--- config.mk ---
export PLATFORM = sky130hd
export DESIGN_NAME = mem_access_unit
export DESIGN_NICKNAME = d
export VERILOG_FILES = /design/src/rtl/mem_pkg.sv /design/src/rtl/load_align.sv /design/src/rtl/mem_access_unit.sv
export SDC_FILE = /design/constraint.sdc
export NUM_CORES = 1
export LEC_CHECK = 0
export BUFFER_PORTS_ARGS = -buffer_cell sky130_fd_sc_hd__buf_4
export CAP_MARGIN = 20
export CORE_UTILIZATION = 46
export CTS_BUF_LIST = sky130_fd_sc_hd__clkbuf_4 sky130_fd_sc_hd__clkbuf_8 sky130_fd_sc_hd__clkbuf_16
export DETAILED_ROUTE_END_ITERATION = 12
export PLACE_DENSITY = 0.77
export RECOVER_POWER = 25
export SLEW_MARGIN = 25
export SYNTH_ARGS = -nofsm -noshare
export SYNTH_HDL_FRONTEND = slang
export SYNTH_HIERARCHICAL = 1
export SYNTH_SLANG_ARGS = --single-unit
--- constraint.sdc ---
create_clock -name clk -period 1.7 [get_ports clk]
set_input_delay 0.085 -clock clk [delete_from_list [all_inputs] [get_ports clk]]
set_output_delay 0.085 -clock clk [all_outputs]
set_load 0.005 [all_outputs]
--- src/rtl/mem_pkg.sv ---
// Shared definitions for the memory access stage: size encodings, FSM states
// and the wait-counter width helper.
package mem_pkg;

    localparam logic [1:0] SZ_BYTE = 2'b00;
    localparam logic [1:0] SZ_HALF = 2'b01;
    localparam logic [1:0] SZ_WORD = 2'b10;
    localparam logic [1:0] SZ_RSVD = 2'b11;

    typedef enum logic [1:0] {
        ST_IDLE,
        ST_ACCESS,
        ST_DONE,
        ST_ABORT
    } mau_state_e;

    // Counter runs 0..timeout-1 while the request is outstanding.
    function automatic int cnt_width(input int timeout);
        return (timeout <= 2) ? 1 : $clog2(timeout);
    endfunction

endpackage

--- src/rtl/load_align.sv ---
// Combinational load steering: byte/half lane select with sign or zero
// extension, and right-rotation of unaligned words.
module load_align
    import mem_pkg::*;
(
    input  logic [31:0] rdata,
    input  logic [1:0]  addr,
    input  logic [1:0]  size,
    input  logic        sgn,
    output logic [31:0] result
);

    logic [7:0]  byte_v;
    logic [15:0] half_v;
    logic [63:0] rot;

    always_comb begin
        byte_v = rdata[{addr, 3'b000} +: 8];
        half_v = rdata[{addr[1], 4'b0000} +: 16];
        rot    = {rdata, rdata} >> {addr, 3'b000};
        case (size)
            SZ_BYTE: result = {{24{sgn & byte_v[7]}}, byte_v};
            SZ_HALF: result = {{16{sgn & half_v[15]}}, half_v};
            default: result = rot[31:0];
        endcase
    end

endmodule

--- src/rtl/mem_access_unit.sv ---
// Memory access stage: owns MAR/MWDR/MRDR and runs one RAM load or store per
// mem_start over a registered req/ack handshake with a bounded wait.
module mem_access_unit
    import mem_pkg::*;
#(
    parameter int TIMEOUT = 16
) (
    input  logic        clk,
    input  logic        rst_n,
    input  logic [31:0] c_bus_in,
    input  logic [31:0] b_bus_in,
    input  logic        ld_mar,
    input  logic        ld_mwdr,
    input  logic        mem_start,
    input  logic        mem_rw,
    input  logic [1:0]  mem_size,
    input  logic        mem_signed,
    output logic [31:0] mrdr,
    output logic        mem_busy,
    output logic        mem_done,
    output logic        mem_abort,
    output logic        ram_req,
    output logic        ram_we,
    output logic [3:0]  ram_be,
    output logic [31:0] ram_addr,
    output logic [31:0] ram_wdata,
    input  logic [31:0] ram_rdata,
    input  logic        ram_ack
);

    localparam int CW = cnt_width(TIMEOUT);

    mau_state_e      state, state_nxt;
    logic [31:0]     mar, mwdr;
    logic            rw_q, sgn_q;
    logic [1:0]      size_q;
    logic [CW-1:0]   cnt;
    logic [31:0]     eff_addr;
    logic            illegal;
    logic            idle;
    logic [31:0]     ld_result;

    assign idle     = (state == ST_IDLE);
    assign eff_addr = ld_mar ? c_bus_in : mar;
    assign illegal  = (mem_size == SZ_RSVD) || ((mem_size == SZ_HALF) && eff_addr[0]);

    always_comb begin
        state_nxt = state;
        case (state)
            ST_IDLE:   if (mem_start) state_nxt = illegal ? ST_ABORT : ST_ACCESS;
            // ack beats an expiring counter
            ST_ACCESS: if (ram_ack) state_nxt = ST_DONE;
                       else if (cnt == CW'(TIMEOUT - 1)) state_nxt = ST_ABORT;
            ST_DONE:   state_nxt = ST_IDLE;
            ST_ABORT:  state_nxt = ST_IDLE;
            default:   state_nxt = ST_IDLE;
        endcase
    end

    always_ff @(posedge clk or negedge rst_n) begin
        if (!rst_n) begin
            state   <= ST_IDLE;
            mar     <= '0;
            mwdr    <= '0;
            mrdr    <= '0;
            rw_q    <= 1'b0;
            sgn_q   <= 1'b0;
            size_q  <= SZ_BYTE;
            cnt     <= '0;
            ram_req <= 1'b0;
        end else begin
            state   <= state_nxt;
            ram_req <= (state_nxt == ST_ACCESS);
            if (idle) begin
                // MAR doubles as the latched effective address for the access
                if (ld_mar)  mar  <= c_bus_in;
                if (ld_mwdr) mwdr <= b_bus_in;
                if (mem_start) begin
                    rw_q   <= mem_rw;
                    size_q <= mem_size;
                    sgn_q  <= mem_signed;
                    cnt    <= '0;
                end
            end
            if (state == ST_ACCESS) begin
                cnt <= cnt + CW'(1);
                if (ram_ack && !rw_q) mrdr <= ld_result;
            end
        end
    end

    load_align u_load_align (
        .rdata  (ram_rdata),
        .addr   (mar[1:0]),
        .size   (size_q),
        .sgn    (sgn_q),
        .result (ld_result)
    );

    // Bus-facing RAM signals are held at zero outside the request window.
    always_comb begin
        ram_addr  = '0;
        ram_we    = 1'b0;
        ram_be    = 4'b0000;
        ram_wdata = '0;
        if (ram_req) begin
            ram_addr = {mar[31:2], 2'b00};
            ram_we   = rw_q;
            case (size_q)
                SZ_BYTE: begin
                    ram_wdata = {4{mwdr[7:0]}};
                    ram_be    = 4'b0001 << mar[1:0];
                end
                SZ_HALF: begin
                    ram_wdata = {2{mwdr[15:0]}};
                    ram_be    = mar[1] ? 4'b1100 : 4'b0011;
                end
                default: begin
                    ram_wdata = mwdr;
                    ram_be    = 4'b1111;
                end
            endcase
        end
    end

    assign mem_busy  = !idle;
    assign mem_done  = (state == ST_DONE);
    assign mem_abort = (state == ST_ABORT);

endmodule

==> out/results.ini <==
[layout]
final_area_sq_mm=0.009600
drive_gt1_share_pct=55.62
n_antenna_cell=0
syn_to_final_growth_pct=54.42
fin_nets=911
fill_cells=844

[sta]
worst_slew_pin_slew_ns=0.8219
min_period_over_period_pct=105.7
post-route-min-period_ns=1.796
clock_skew_ns=0.008546
fmax_mhz=556.7
hold_slack_ns=0.1512
finalMaxSlewViolations=0
grt_setup_unrepaired=yes
setup_violations=27
hold_viol_final=0
fin_ws_ns=-0.09638
max_slew_margin_pct=45.21

[detailed_routing]
vias=5357
routed_wl_um=19290
viasPerCell=5.439
wl_per_cell_um=19.58
drt_pass1_iterations=4
post-route-drc-count=0
drtAntennaViolNets=0
drtIter0Drc=268

[clock_tree]
clock_latency_ns=0.35
cts_tree=yes
cts.htree.levels=3
cts_buffers=9
clock_sinks=107
cts-root-buf=clkbuf_16
clk_path_buf_depth=2
clk_pin_slew_ns=0.08

[grt]
grt_use_met3_pct=6.612
grt_pass1_wl_um=29410
globalRouteOverflowTotal=0
grt_pass1_vias=5693
grt.total_usage_pct=26.99
busiest_layer=met2
grtUsageMet2_pct=46.36
grt_max_degree=69
grtUsageMet1_pct=31.20
antenna_found_initial=0

[placed_design]
port_buffers=208
gp_congestion=0.8013
place_area_sq_mm=0.008069
hpwl_um=11820

[synthesis]
syn_area_per_cell_sq_um=12.38
synth_cells=502
synthTopCellsByArea=dfrtp_1 (43%), mux2_2 (19%), mux4_2 (6.9%), and2_1 (4.9%), mux2i_1 (4.2%)
synth-seq-area-share_pct=43.07
syn_area_sq_mm=0.006217
synth_warnings=6
synthArstFlopShare_pct=100.0
synth.distinct_cells=45
synthTopCellsByCount=dfrtp_1 (107), mux2_2 (103), and2_1 (49), nand2_1 (40), mux2i_1 (26)
synth_edf_count=0
synth_top_area_share_pct=43.07
synth_ff_type=dfrtp_1
synth_top_area_cell=dfrtp_1
ys_ff_latch=107
yosysMostFrequentCell=dfrtp_1

[floorplanning]
core_area_sq_mm=0.01319
start_util_pct=47.14
fp.dieH_um=118.3
die_w_um=118.3
dieArea_sq_mm=0.01398
io_pins=211
rows=42

[run_status]
status=complete, but fails checks
violations=setup timing

[pwr]
ir_drop_uv=996.7
p_leak_nw=4.431
powerDensity_mw_per_mm2=1822
p_total_mw=17.49

[critical_path]
worstSetupPathType=reg2reg
critPathMaxFanout=8
start_kind=flop
arrival_ns=2.03
end_kind=flop
cp.required_ns=1.94

[job]
cap_violations=0

[min_path]
hold_class=in2reg

-- critical path, stage by stage (launching register included) --
cell       delay (ns)
dfrtp_2          0.49
buf_12           0.16
buf_4            0.15
nand2_2          0.08
a2bb2oi_4        0.31
a222oi_1         0.19
mux2_2           0.30
-- worst paths after layout --
| path | from | endpoint | slack, ns | depth (start not counted) |
|---|---|---|---|---|
| max in group asynchronous | rst_n | mar[1]$_DFFE_PN0P_ | 0.26 | 3 |
| worst min register to register | mrdr[7]$_DFFE_PN0P_ | mrdr[7]$_DFFE_PN0P_ | 0.50 | 1 |
| min in group asynchronous | rst_n | mrdr[0]$_DFFE_PN0P_ | 0.36 | 2 |
| worst min-delay path | mem_start | cnt[1]$_DFFE_PN0P_ | 0.15 | 4 |
| worst max register to register | mar[0]$_DFFE_PN0P_ | mrdr[13]$_DFFE_PN0P_ | -0.1 | 6 |
| worst max-delay path | mar[0]$_DFFE_PN0P_ | mrdr[13]$_DFFE_PN0P_ | -0.1 | 6 |
-- stage by stage --
stage	TNS (ns)	std cells	util [%]	setup WS, ns
final	-1.197	985	72.79	-0.09638
after global routing	-2.130	985	72.79	-0.1167
after CTS	-0.7804	975	70.80	-0.04670
after detailed placement	-0.5146	877	61.17	-0.07681
after global placement	-0.03732	877	61.17	-0.01373
after floorplan	0	503	-	0.02475
-- registers in the layout, summed over array words and instances (netlist names) --
name,flops
mrdr,32
sgn_q,1
size_q,2
mwdr,32
cnt,4
ram_req,1
mar,32
rw_q,1
state,2
-- cell usage in the layout (no fill, tap or decap), types with 10 or more instances in the layout --
master         count
buf_4            230
dfrtp_1          103
mux2_2            82
dlygate4sd3_1     70
and2_1            49
nand2_1           30
mux2_4            24
mux2i_1           23
mux4_2            19
o21ai_0           15
o21ai_2           15
nor2b_1           13
clkbuf_16         12
nand2_2           11
buf_6             10
-- cell type report --
type	instances	area [sq um]	share of cell area [%]
inverter	4	15.01	0.1564
tap	176	220.2	2.294
multi-input combinational	353	3445	35.88
timing repair buffer	329	2930	30.52
clock buffer	11	246.5	2.567
sequential	107	2683	27.94
clock inverter	5	61.31	0.6386
-- timing repair --
item / in CTS / in global routing
cloned: 3 / 3
endpoints found under the hold margin: 99 / 0
endpoints found under the setup margin: 43 / 43
hold buffers: 70 / 0
setup buffers: 9 / 9
pin swaps: 2 / 13
gates resized for setup: 33 / 63
-- where the power goes --
part | internal, mW | total [mW] | switching, mW | leakage (nW)
combinational | 6.21 | 10.5 | 4.26 | 3.00
clock | 1.21 | 2.20 | 0.993 | 0.154
sequential | 3.82 | 4.81 | 0.986 | 1.28
total | 11.2 | 17.5 | 6.24 | 4.43
-- logic make-up after synthesis --
logic type,share of synthesized area (%)
muxes,33.53
and+or+nand+nor,11.21
DFF,43.07
AOI/OAI and AO/OA,7.004
buffers and inverters,4.930
adders and majority gates,0.2012
other,0.06032
-- per-layer routing --
metal / up-vias / share of wire, %
met5: - / 0
met4: 0 / 3.5
met3: 49 / 6.8
met2: 226 / 51
met1: 2679 / 39
li1: 2403 / -
Power figures use the tool's default switching activity.
